**config.mk**
```make
export PLATFORM = sky130hd
export DESIGN_NAME = alu_core_flat
export DESIGN_NICKNAME = d
export VERILOG_FILES = /design/src/rtl/alu_if.sv /design/src/rtl/alu_core.sv /design/src/flat_wrapper.sv
export SDC_FILE = /design/constraint.sdc
export NUM_CORES = 1
export LEC_CHECK = 0
export CORE_MARGIN = 2
export CORE_UTILIZATION = 30
export DETAILED_ROUTE_END_ITERATION = 8
export DONT_BUFFER_PORTS = 1
export SYNTH_ARGS = -nofsm -noshare
export SYNTH_HDL_FRONTEND = slang
export SYNTH_SLANG_ARGS = --single-unit
```
**constraint.sdc**
```tcl
create_clock -name clk -period 5.02 [get_ports clk]
set_clock_uncertainty 0.15 [all_clocks]
set_input_delay 0.753 -clock clk [delete_from_list [all_inputs] [get_ports clk]]
set_output_delay 0.753 -clock clk [all_outputs]
set_load 0.05 [all_outputs]
```
**src/rtl/alu_if.sv**
```systemverilog
// Operand/result bus between the tinylabcpu control unit/datapath and the ALU.
interface alu_if #(
    parameter int unsigned WIDTH = 16
);
    logic             alu_start;
    logic [3:0]       alu_func;
    logic [WIDTH-1:0] op_a;
    logic [WIDTH-1:0] op_b;
    logic [WIDTH-1:0] alu_out;
    logic [WIDTH-1:0] alu_hi;
    logic             alu_end;
    logic             busy;
    logic             flag_z;
    logic             flag_n;
    logic             flag_c;
    logic             flag_v;
    logic             flag_dz;

    // Requester side (control unit / datapath)
    modport master (
        output alu_start, alu_func, op_a, op_b,
        input  alu_out, alu_hi, alu_end, busy,
        input  flag_z, flag_n, flag_c, flag_v, flag_dz
    );

    // ALU side
    modport slave (
        input  alu_start, alu_func, op_a, op_b,
        output alu_out, alu_hi, alu_end, busy,
        output flag_z, flag_n, flag_c, flag_v, flag_dz
    );
endinterface

```
**src/rtl/alu_core.sv**
```systemverilog
// Multi-cycle 16-bit ALU: single-cycle logic/arith ops, iterative
// shift-add multiply and restoring divide. Results and flags are
// registered on the edge entering DONE and held until the next completion.
module alu_core #(
    parameter int unsigned WIDTH = 16,
    parameter int unsigned ITER  = 16
) (
    input  logic  clk,
    input  logic  rst,
    alu_if.slave  bus
);
    localparam int unsigned CNT_W = $clog2(ITER);

    localparam logic [3:0] OP_ADD  = 4'h0;
    localparam logic [3:0] OP_SUB  = 4'h1;
    localparam logic [3:0] OP_AND  = 4'h2;
    localparam logic [3:0] OP_OR   = 4'h3;
    localparam logic [3:0] OP_XOR  = 4'h4;
    localparam logic [3:0] OP_NOT  = 4'h5;
    localparam logic [3:0] OP_SHL  = 4'h6;
    localparam logic [3:0] OP_SHR  = 4'h7;
    localparam logic [3:0] OP_MUL  = 4'h8;
    localparam logic [3:0] OP_DIV  = 4'h9;
    localparam logic [3:0] OP_PSB  = 4'hA;
    localparam logic [3:0] OP_PSA  = 4'hB;

    typedef enum logic [1:0] {
        S_IDLE = 2'd0,
        S_MUL  = 2'd1,
        S_DIV  = 2'd2,
        S_DONE = 2'd3
    } state_t;

    state_t state, state_d;

    logic [CNT_W-1:0] cnt, cnt_d;
    logic [WIDTH-1:0] a_q, a_d;          // multiplicand
    logic [WIDTH-1:0] b_q, b_d;          // divisor
    logic [WIDTH-1:0] acc_hi, acc_hi_d;  // product high / partial remainder
    logic [WIDTH-1:0] acc_lo, acc_lo_d;  // multiplier->product low / dividend->quotient

    logic [WIDTH-1:0] out_q, out_d;
    logic [WIDTH-1:0] hi_q, hi_d;
    logic             z_q, z_d, n_q, n_d, c_q, c_d, v_q, v_d, dz_q, dz_d;
    logic             end_q, end_d;
    logic             busy_q, busy_d;

    logic [WIDTH-1:0] sc_res;
    logic             sc_c, sc_v;
    logic [WIDTH:0]   sum_ext;
    logic [WIDTH:0]   sh_ext;
    logic [3:0]       shamt;

    logic [WIDTH:0]   mul_sum;
    logic [WIDTH:0]   div_sh;
    logic [WIDTH:0]   div_tr;

    assign shamt = bus.op_b[3:0];

    // Single-cycle operation result and carry/overflow from the live operands
    always_comb begin
        sc_res  = '0;
        sc_c    = 1'b0;
        sc_v    = 1'b0;
        sum_ext = '0;
        sh_ext  = '0;
        case (bus.alu_func)
            OP_ADD: begin
                sum_ext = {1'b0, bus.op_a} + {1'b0, bus.op_b};
                sc_res  = sum_ext[WIDTH-1:0];
                sc_c    = sum_ext[WIDTH];
                sc_v    = (bus.op_a[WIDTH-1] == bus.op_b[WIDTH-1]) &&
                          (sc_res[WIDTH-1] != bus.op_a[WIDTH-1]);
            end
            OP_SUB: begin
                sum_ext = {1'b0, bus.op_a} - {1'b0, bus.op_b};
                sc_res  = sum_ext[WIDTH-1:0];
                sc_c    = sum_ext[WIDTH];
                sc_v    = (bus.op_a[WIDTH-1] != bus.op_b[WIDTH-1]) &&
                          (sc_res[WIDTH-1] != bus.op_a[WIDTH-1]);
            end
            OP_AND: sc_res = bus.op_a & bus.op_b;
            OP_OR:  sc_res = bus.op_a | bus.op_b;
            OP_XOR: sc_res = bus.op_a ^ bus.op_b;
            OP_NOT: sc_res = ~bus.op_a;
            OP_SHL: begin
                // extra top bit catches the last bit shifted out
                sh_ext = {1'b0, bus.op_a} << shamt;
                sc_res = sh_ext[WIDTH-1:0];
                sc_c   = sh_ext[WIDTH];
            end
            OP_SHR: begin
                // extra bottom bit catches the last bit shifted out
                sh_ext = {bus.op_a, 1'b0} >> shamt;
                sc_res = sh_ext[WIDTH:1];
                sc_c   = sh_ext[0];
            end
            OP_PSB: sc_res = bus.op_b;
            OP_PSA: sc_res = bus.op_a;
            default: sc_res = '0;
        endcase
    end

    // Next state and next values of every register
    always_comb begin
        state_d  = state;
        cnt_d    = cnt;
        a_d      = a_q;
        b_d      = b_q;
        acc_hi_d = acc_hi;
        acc_lo_d = acc_lo;
        out_d    = out_q;
        hi_d     = hi_q;
        z_d      = z_q;
        n_d      = n_q;
        c_d      = c_q;
        v_d      = v_q;
        dz_d     = dz_q;
        end_d    = 1'b0;

        mul_sum = {1'b0, acc_hi} + (acc_lo[0] ? {1'b0, a_q} : {(WIDTH+1){1'b0}});
        div_sh  = {acc_hi, acc_lo[WIDTH-1]};
        div_tr  = div_sh - {1'b0, b_q};

        case (state)
            S_IDLE: begin
                if (bus.alu_start) begin
                    a_d   = bus.op_a;
                    b_d   = bus.op_b;
                    cnt_d = '0;
                    if (bus.alu_func == OP_MUL) begin
                        acc_hi_d = '0;
                        acc_lo_d = bus.op_b;
                        state_d  = S_MUL;
                    end else if (bus.alu_func == OP_DIV) begin
                        if (bus.op_b != '0) begin
                            acc_hi_d = '0;
                            acc_lo_d = bus.op_a;
                            state_d  = S_DIV;
                        end else begin
                            out_d   = '1;
                            hi_d    = bus.op_a;
                            z_d     = 1'b0;
                            n_d     = 1'b1;
                            c_d     = 1'b0;
                            v_d     = 1'b0;
                            dz_d    = 1'b1;
                            end_d   = 1'b1;
                            state_d = S_DONE;
                        end
                    end else begin
                        out_d   = sc_res;
                        hi_d    = '0;
                        z_d     = (sc_res == '0);
                        n_d     = sc_res[WIDTH-1];
                        c_d     = sc_c;
                        v_d     = sc_v;
                        end_d   = 1'b1;
                        state_d = S_DONE;
                    end
                end
            end
            S_MUL: begin
                {acc_hi_d, acc_lo_d} = {mul_sum, acc_lo[WIDTH-1:1]};
                cnt_d = cnt + CNT_W'(1);
                if (cnt == CNT_W'(ITER - 1)) begin
                    out_d   = acc_lo_d;
                    hi_d    = acc_hi_d;
                    z_d     = (acc_lo_d == '0);
                    n_d     = acc_lo_d[WIDTH-1];
                    c_d     = (acc_hi_d != '0);
                    v_d     = 1'b0;
                    end_d   = 1'b1;
                    state_d = S_DONE;
                end
            end
            S_DIV: begin
                if (!div_tr[WIDTH]) begin
                    acc_hi_d = div_tr[WIDTH-1:0];
                    acc_lo_d = {acc_lo[WIDTH-2:0], 1'b1};
                end else begin
                    acc_hi_d = div_sh[WIDTH-1:0];
                    acc_lo_d = {acc_lo[WIDTH-2:0], 1'b0};
                end
                cnt_d = cnt + CNT_W'(1);
                if (cnt == CNT_W'(ITER - 1)) begin
                    out_d   = acc_lo_d;
                    hi_d    = acc_hi_d;
                    z_d     = (acc_lo_d == '0);
                    n_d     = acc_lo_d[WIDTH-1];
                    c_d     = 1'b0;
                    v_d     = 1'b0;
                    dz_d    = 1'b0;
                    end_d   = 1'b1;
                    state_d = S_DONE;
                end
            end
            S_DONE: state_d = S_IDLE;
            default: state_d = S_IDLE;
        endcase

        busy_d = (state_d != S_IDLE);
    end

    // State, datapath and output registers with synchronous reset
    always_ff @(posedge clk) begin
        if (rst) begin
            state  <= S_IDLE;
            cnt    <= '0;
            a_q    <= '0;
            b_q    <= '0;
            acc_hi <= '0;
            acc_lo <= '0;
            out_q  <= '0;
            hi_q   <= '0;
            z_q    <= 1'b0;
            n_q    <= 1'b0;
            c_q    <= 1'b0;
            v_q    <= 1'b0;
            dz_q   <= 1'b0;
            end_q  <= 1'b0;
            busy_q <= 1'b0;
        end else begin
            state  <= state_d;
            cnt    <= cnt_d;
            a_q    <= a_d;
            b_q    <= b_d;
            acc_hi <= acc_hi_d;
            acc_lo <= acc_lo_d;
            out_q  <= out_d;
            hi_q   <= hi_d;
            z_q    <= z_d;
            n_q    <= n_d;
            c_q    <= c_d;
            v_q    <= v_d;
            dz_q   <= dz_d;
            end_q  <= end_d;
            busy_q <= busy_d;
        end
    end

    assign bus.alu_out = out_q;
    assign bus.alu_hi  = hi_q;
    assign bus.flag_z  = z_q;
    assign bus.flag_n  = n_q;
    assign bus.flag_c  = c_q;
    assign bus.flag_v  = v_q;
    assign bus.flag_dz = dz_q;
    assign bus.alu_end = end_q;
    assign bus.busy    = busy_q;

endmodule

```
**src/flat_wrapper.sv**
```systemverilog
// flat-port wrapper written by rule: the top's interface ports become plain ports
module alu_core_flat 
#(
    parameter int unsigned WIDTH = 16,
    parameter int unsigned ITER  = 16
)
  (clk, rst, bus_alu_start, bus_alu_func, bus_op_a, bus_op_b, bus_alu_out, bus_alu_hi, bus_alu_end, bus_busy, bus_flag_z, bus_flag_n, bus_flag_c, bus_flag_v, bus_flag_dz);
  alu_if #(.WIDTH(WIDTH)) bus_i ();
  input  logic clk;
  input  logic rst;
  input wire logic [$bits(bus_i.alu_start)-1:0] bus_alu_start;
  input wire logic [$bits(bus_i.alu_func)-1:0] bus_alu_func;
  input wire logic [$bits(bus_i.op_a)-1:0] bus_op_a;
  input wire logic [$bits(bus_i.op_b)-1:0] bus_op_b;
  output wire logic [$bits(bus_i.alu_out)-1:0] bus_alu_out;
  output wire logic [$bits(bus_i.alu_hi)-1:0] bus_alu_hi;
  output wire logic [$bits(bus_i.alu_end)-1:0] bus_alu_end;
  output wire logic [$bits(bus_i.busy)-1:0] bus_busy;
  output wire logic [$bits(bus_i.flag_z)-1:0] bus_flag_z;
  output wire logic [$bits(bus_i.flag_n)-1:0] bus_flag_n;
  output wire logic [$bits(bus_i.flag_c)-1:0] bus_flag_c;
  output wire logic [$bits(bus_i.flag_v)-1:0] bus_flag_v;
  output wire logic [$bits(bus_i.flag_dz)-1:0] bus_flag_dz;
  assign bus_i.alu_start = bus_alu_start;
  assign bus_i.alu_func = bus_alu_func;
  assign bus_i.op_a = bus_op_a;
  assign bus_i.op_b = bus_op_b;
  assign bus_alu_out = bus_i.alu_out;
  assign bus_alu_hi = bus_i.alu_hi;
  assign bus_alu_end = bus_i.alu_end;
  assign bus_busy = bus_i.busy;
  assign bus_flag_z = bus_i.flag_z;
  assign bus_flag_n = bus_i.flag_n;
  assign bus_flag_c = bus_i.flag_c;
  assign bus_flag_v = bus_i.flag_v;
  assign bus_flag_dz = bus_i.flag_dz;
  alu_core #(.WIDTH(WIDTH), .ITER(ITER)) u_core (.clk(clk), .rst(rst), .bus(bus_i));
endmodule
```
# After elaboration in Yosys (flattened, before gate mapping)
# Index checks and enable logic that the tools add are counted.
[op_classes]
n_lt_le_gt_ge = 0
n_mux = 73
n_bitwise = 4
n_div = 0
addsub = 5
n_reduce_logical = 20
shifts = 2
n_mul = 0
eq_ne = 29
[ops]
columns = ["op", "count"]
rows = [
  ["2-to-1 mux 16 bit", 23],
  ["one-hot mux 16 bit (3 select lines)", 4],
  ["one-hot mux 16 bit (10 select lines)", 1],
  ["zero test 16 bit", 3],
  ["nonzero test 16 bit", 2],
  ["2-to-1 mux 1 bit", 31],
  ["== test 4 bit (second input constant)", 5],
  ["adder 16 x 16 -> 17 bit", 1],
  ["adder 16 x 17 -> 17 bit", 1],
  ["<< shifter 16 x 4 -> 17 bit", 1],
  [">> shifter 17 x 4 -> 17 bit", 1],
  ["subtractor 16 x 16 -> 17 bit", 1],
  ["subtractor 17 x 16 -> 17 bit", 1],
  ["AND 16 bit", 1],
  ["== test 4 x 3 -> 1 bit (second input constant)", 4],
  ["NOT 16 bit", 1],
  ["bitwise OR 16 bit", 1],
  ["XOR 16 bit", 1],
  ["AND reduction 6 bit", 2],
  ["one-hot mux 1 bit (3 select lines)", 3],
  ["== test 4 x 2 -> 1 bit (second input constant)", 2],
  ["!= test 2 x 1 -> 1 bit (second input constant)", 4],
  ["one-hot mux 1 bit (2 select lines)", 4],
  ["one-hot mux 4 bit (2 select lines)", 1],
  ["other kinds (22)", 34],
]
[totals]
out_inout_bits = 39
mem_bits_rw = 0
mem_count = 0
latch_bits = 0
reg_bits = 109
romBits = 0

# Longest topological paths before layout
[logic_depth]
word_depth = 8
mapped_depth = 14
depth_no_buf = 13

# Worst setup path before layout
# Ideal clock, no wire load.
[synth_timing]
kind = "in2reg"
startpoint = "input bus_op_b[1]"
endpoint = "register u_core.z_q, in the netlist u_core.bus.flag_z"
cell_stages = 14
t_arrival_ns = 4.085
t_required_ns = 4.812
setup_ns = 0.058
path_buffers = 3
path_slack_ns = 0.727
path_cell_list = "buf_2 buf_6 buf_4 inv_1 fa_1 nor2b_1 a211oi_1 xnor2_1 o21ai_0 or4_1 or4_1 or4_1 nor4_2 a211o_1"
[synth_between]
elab_chain_cells = 7
word_cells_on_any_way = 16
[synth_lines]
columns = ["item", "line_no", "rtl"]
rows = [
  ["start: declaration", "flat_wrapper.sv:14", "input wire logic [$bits(bus_i.op_b)-1:0] bus_op_b;"],
  ["subtractor 16 x 16 -> 17 bit (tied with other cells)", "alu_core.sv:76", "sum_ext = {1'b0, bus.op_a} - {1'b0, bus.op_b};"],
  ["one-hot mux 16 bit (10 select lines)", "alu_core.sv:67", "case (bus.alu_func)"],
  ["zero test 16 bit", "alu_core.sv:154", "z_d = (sc_res == '0);"],
  ["2-to-1 mux 1 bit", "alu_core.sv:135", "end else if (bus.alu_func == OP_DIV) begin"],
  ["2-to-1 mux 1 bit", "alu_core.sv:131", "if (bus.alu_func == OP_MUL) begin"],
  ["2-to-1 mux 1 bit", "alu_core.sv:127", "if (bus.alu_start) begin"],
  ["one-hot mux 1 bit (3 select lines)", "alu_core.sv:125", "case (state)"],
  ["end signal: assignment", "alu_core.sv:232", "z_q <= z_d;"],
  ["end: declaration", "alu_core.sv:44", "logic z_q, z_d, n_q, n_d, c_q, c_d, v_q, v_d, dz_q, dz_d;"],
]
# Parallel ways exist; a longest one is shown, timed or not. The select of a mux whose other input is x is not followed.
# A chain may end at the register's enable or synchronous reset.

# Final worst setup path
[layout_timing]
startpoint = "register u_core.acc_lo[15]"
endpoint = "register u_core.hi_q[5], in the netlist u_core.bus.alu_hi[5]"
[layout_between]
elab_chain_cells = 4
[layout_lines]
columns = ["item", "line_no", "rtl"]
rows = [
  ["start: declaration", "alu_core.sv:40", "logic [WIDTH-1:0] acc_lo, acc_lo_d;"],
  ["start signal: assignment", "alu_core.sv:229", "acc_lo <= acc_lo_d;"],
  ["subtractor 17 x 16 -> 17 bit", "alu_core.sv:123", "div_tr = div_sh - {1'b0, b_q};"],
  ["2-to-1 mux 16 bit", "alu_core.sv:178", "if (!div_tr[WIDTH]) begin"],
  ["2-to-1 mux 16 bit", "alu_core.sv:186", "if (cnt == CNT_W'(ITER - 1)) begin"],
  ["one-hot mux 16 bit (3 select lines)", "alu_core.sv:125", ""],
  ["end signal: assignment", "alu_core.sv:231", "hi_q <= hi_d;"],
  ["end: declaration", "alu_core.sv:43", "logic [WIDTH-1:0] hi_q, hi_d;"],
]
# No other way between the ends. The select of a mux whose other input is x is not followed.

==> results.py <==
metrics = {
    "min_path": {
        "holdPathEnd": "u_core.a_q[7]$_SDFFE_PP0P_",
        "min_path_type": "reg -> reg",
        "holdPathStages": 2,
        "hold_path_startpoint": "u_core.a_q[7]$_SDFFE_PP0P_",
    },
    "setup_path": {
        "end_kind": "flip-flop",
        "cpPeakStageDelay_ps": 530,
        "critPathMaxFanout": 18,
        "slowest_stage": "a211oi_1",
        "crit_required_ps": 5100,
        "worstPathCellList": "inv_1, ha_1, inv_1, fa_1, a211oi_1, o21ai_0, a311oi_1, o31ai_1, xor2_2, buf_4, mux2i_1, o32ai_1, a211oi_1, nor3_1",
        "crit_type": "reg -> reg",
        "reg2reg_depth": 14,
        "r2r_start": "u_core.acc_lo[15]$_SDFFE_PP0P_",
        "r2r_slack_ps": 780,
        "start_kind": "flip-flop",
        "timing.rr.end": "u_core.bus.alu_hi[5]$_SDFFE_PP0P_",
        "crit_arrival_ps": 4320,
    },
    "die": {
        "die_area_um2": 39000,
        "row_count": 70,
        "fp.dieH_um": 197,
        "io_pins": 78,
        "coreArea_um2": 36700,
        "initial_core_util_pct": 30.6,
        "die_w_um": 197,
    },
    "layout": {
        "diodes": 0,
        "drive_gt1_share_pct": 6.40,
        "nFillCells": 3963,
        "final_nets": 1581,
        "syn2layout_area_growth_pct": 5.16,
        "post-route-util_pct": 32.1,
    },
    "global_route": {
        "grt_max_degree": 109,
        "grt-ovfl-total": 0,
        "grt_usage_pct": 23.7,
        "grt_first_pass_wirelength_um": 70300,
        "grt_pass1_vias": 11200,
        "antenna_found_initial": 0,
    },
    "timing": {
        "period_minus_slack_ps": 4240,
        "relSlewSlack_pct": 24.4,
        "slew_violations": 0,
        "setup_viol": 0,
        "hold_violations": 0,
        "fmaxAchievable_mhz": 236,
        "grt_setup_unrepaired": "false",
        "whs_ps": 300,
        "fin_setup_tns_ps": 0,
        "worstMarginPinSlew_ps": 1130,
        "finalCritPeriodShare_pct": 84.5,
    },
    "clocking": {
        "insertion_delay_ps": 370,
        "cts_repair_resize_count": 0,
        "hold_buffers": 0,
        "clkSlewWorstSetupHoldPaths_ps": 90,
        "cts_root_buf": "clkbuf_16",
        "post_cts_buffers": 0,
        "cts_tree": "built",
        "clock_sinks": 108,
        "clk_path_buf_depth": 2,
        "cts_buffers": 9,
        "h-tree-depth": 3,
    },
    "route": {
        "totalWireLength_um": 46900,
        "vias": 11900,
        "avgViaCountPerCell": 6.18,
        "drc": 0,
        "postRouteAntennaNets": 0,
        "drtIter0Drc": 1422,
        "post_drt_wl_per_cell_um": 24.4,
        "drtPass1Iterations": 6,
    },
    "pwr": {
        "powerDensity_nw_per_um2": 486,
        "p_sw_share_pct": 53.2,
        "p_switching_uw": 3050,
        "ir_worst_vdd_mv": 0.237,
        "seqPwrFrac_pct": 33.8,
        "combPwrFrac_pct": 53.1,
        "power.internal_uw": 2690,
        "clkPwrFrac_pct": 13.1,
        "p_leak_uw": 0.00459,
    },
    "synth": {
        "synth_cell_types": 81,
        "syn_avg_cell_area_um2": 7.28,
        "synth_common_cells": "180 x nor2_1, 173 x nand2_1, 114 x a21oi_1",
        "ys_ff_latch": 108,
        "synthArstFlopShare_pct": 0,
        "ys_seq_area_share_pct": 19.3,
        "synth_cells": 1541,
        "synth_top_area_cell": "dfxtp_1",
        "synth_area_um2": 11200,
        "synth_top_cell_area_share_pct": 19.3,
        "yosysMostFrequentCell": "nor2_1",
        "syn-num-nets": 1673,
        "synth_area_leaders": "dfxtp_1 19%, ha_1 9.9%, nor2_1 6.0%, nand2_1 5.8%, a21oi_1 5.1%",
        "yosys_warnings": 0,
        "synth_flop_cell": "dfxtp_1",
        "synth_edf_count": 0,
    },
    "placement": {
        "portBuffers": 0,
        "dp_hpwl_um": 35400,
        "place_congestion": 1.01,
    },
    "run": {
        "cap_violations": 0,
    },
    "outcome": {
        "status": "complete, no violations",
    },
}
## power by group through the flow
stage / sequential (µW) / combinational [µW] / clock, µW
3_5_place_dp: 1970 / 2990 / 0
2_1_floorplan: 1790 / 2360 / 0
6_report: 1940 / 3040 / 754
3_3_place_gp: 1960 / 2950 / 0
5_1_grt: 1980 / 3360 / 787
4_1_cts: 1950 / 3000 / 759
## registers in the layout, summed over array words and instances (netlist names)
signal / count
u_core.bus.alu_end: 1
u_core.bus.flag_z: 1
u_core.bus.alu_hi: 16
u_core.bus.busy: 1
u_core.bus.flag_c: 1
u_core.acc_hi: 16
u_core.b_q: 16
u_core.a_q: 16
u_core.cnt: 4
u_core.bus.alu_out: 16
u_core.bus.flag_dz: 1
u_core.acc_lo: 16
u_core.bus.flag_v: 1
u_core.state: 2
## area by class of cell
class                           instances  area, µm²  area share, %
Inverter                               78        293           2.48
Tap cell                              468        586           4.96
Multi-Input combinational cell       1230       8290           70.3
Clock inverter                          7       77.6          0.658
Clock buffer                            9        225           1.91
Sequential cell                       108       2160           18.3
Timing Repair Buffer                   22        165           1.40
## per-stage QoR
stage / instances / setup WS, ps / total power [µW] / instance area (µm²)
CTS: 1922 / 858 / 5710 / 11800
global placement: 1906 / 566 / 4920 / 11500
finish: 1922 / 777 / 5740 / 11800
detailed placement: 1906 / 618 / 4960 / 11500
global route: 1922 / 462 / 6120 / 11800
floorplan: 1541 / 727 / 4160 / 11200
## how the worst max path moves through the flow
stage	from	to	slack [ps]	depth (start not counted)
final	u_core.acc_lo[15]$_SDFFE_PP0P_	u_core.bus.alu_hi[5]$_SDFFE_PP0P_	780	14
after global routing	u_core.acc_lo[15]$_SDFFE_PP0P_	u_core.bus.alu_hi[5]$_SDFFE_PP0P_	460	14
after detailed placement	bus_op_b[5]	u_core.bus.flag_z$_SDFFE_PP0P_	620	9
after CTS	u_core.acc_lo[15]$_SDFFE_PP0P_	u_core.bus.alu_hi[5]$_SDFFE_PP0P_	860	14
after floorplan	bus_op_b[1]	u_core.bus.flag_z$_SDFFE_PP0P_	730	14
after global placement	bus_op_b[5]	u_core.bus.flag_z$_SDFFE_PP0P_	570	9
## layout by cell type (no fill, tap or decap), types with 10 or more instances in the layout
master,count
a211oi_1,47
mux2_2,12
nand2b_1,11
buf_4,22
and2_1,24
nor2b_1,18
inv_1,76
mux4_2,15
a21o_1,14
dfxtp_1,108
a31oi_1,13
nor2_1,179
xor2_1,14
xnor2_1,12
o211ai_1,19
nand2_1,173
nand4_1,10
nand3_1,22
nor4_1,10
a22oi_1,26
ha_1,89
mux2i_1,47
o21ai_0,69
nor3_1,61
a311oi_1,32
o22ai_1,22
a21oi_1,113
o21a_1,12
## worst max-delay path: cells and delay by family, from the launching register on
kind	cells	cell delay (ps)
xor gates and xnor gates	1	290
muxes	1	210
adders and majority gates	2	610
DFF	1	370
AOI/OAI and AO/OA	6	1890
buffers and inverters	3	490
and+or+nand+nor	1	90
## routing by layer
| layer | global-route usage (%) | vias to the layer above | wire, µm |
|---|---|---|---|
| met5 | 0 | - | 0 |
| met4 | 9.89 | 0 | 1950 |
| met3 | 4.11 | 111 | 4130 |
| met2 | 38.4 | 588 | 21300 |
| met1 | 30.9 | 5727 | 19500 |
| li1 | - | 5447 | - |
## kinds of logic after synthesis
family / synth area share (%)
AND/OR/NAND/NOR: 23.8
flip-flops: 19.3
XOR/XNOR: 2.11
multiplexers: 8.88
AO/OA/AOI/OAI: 28.1
adder cells (fa/ha/maj): 10.6
buffers and inverters: 7.21
(Power assumes the default switching activity.)
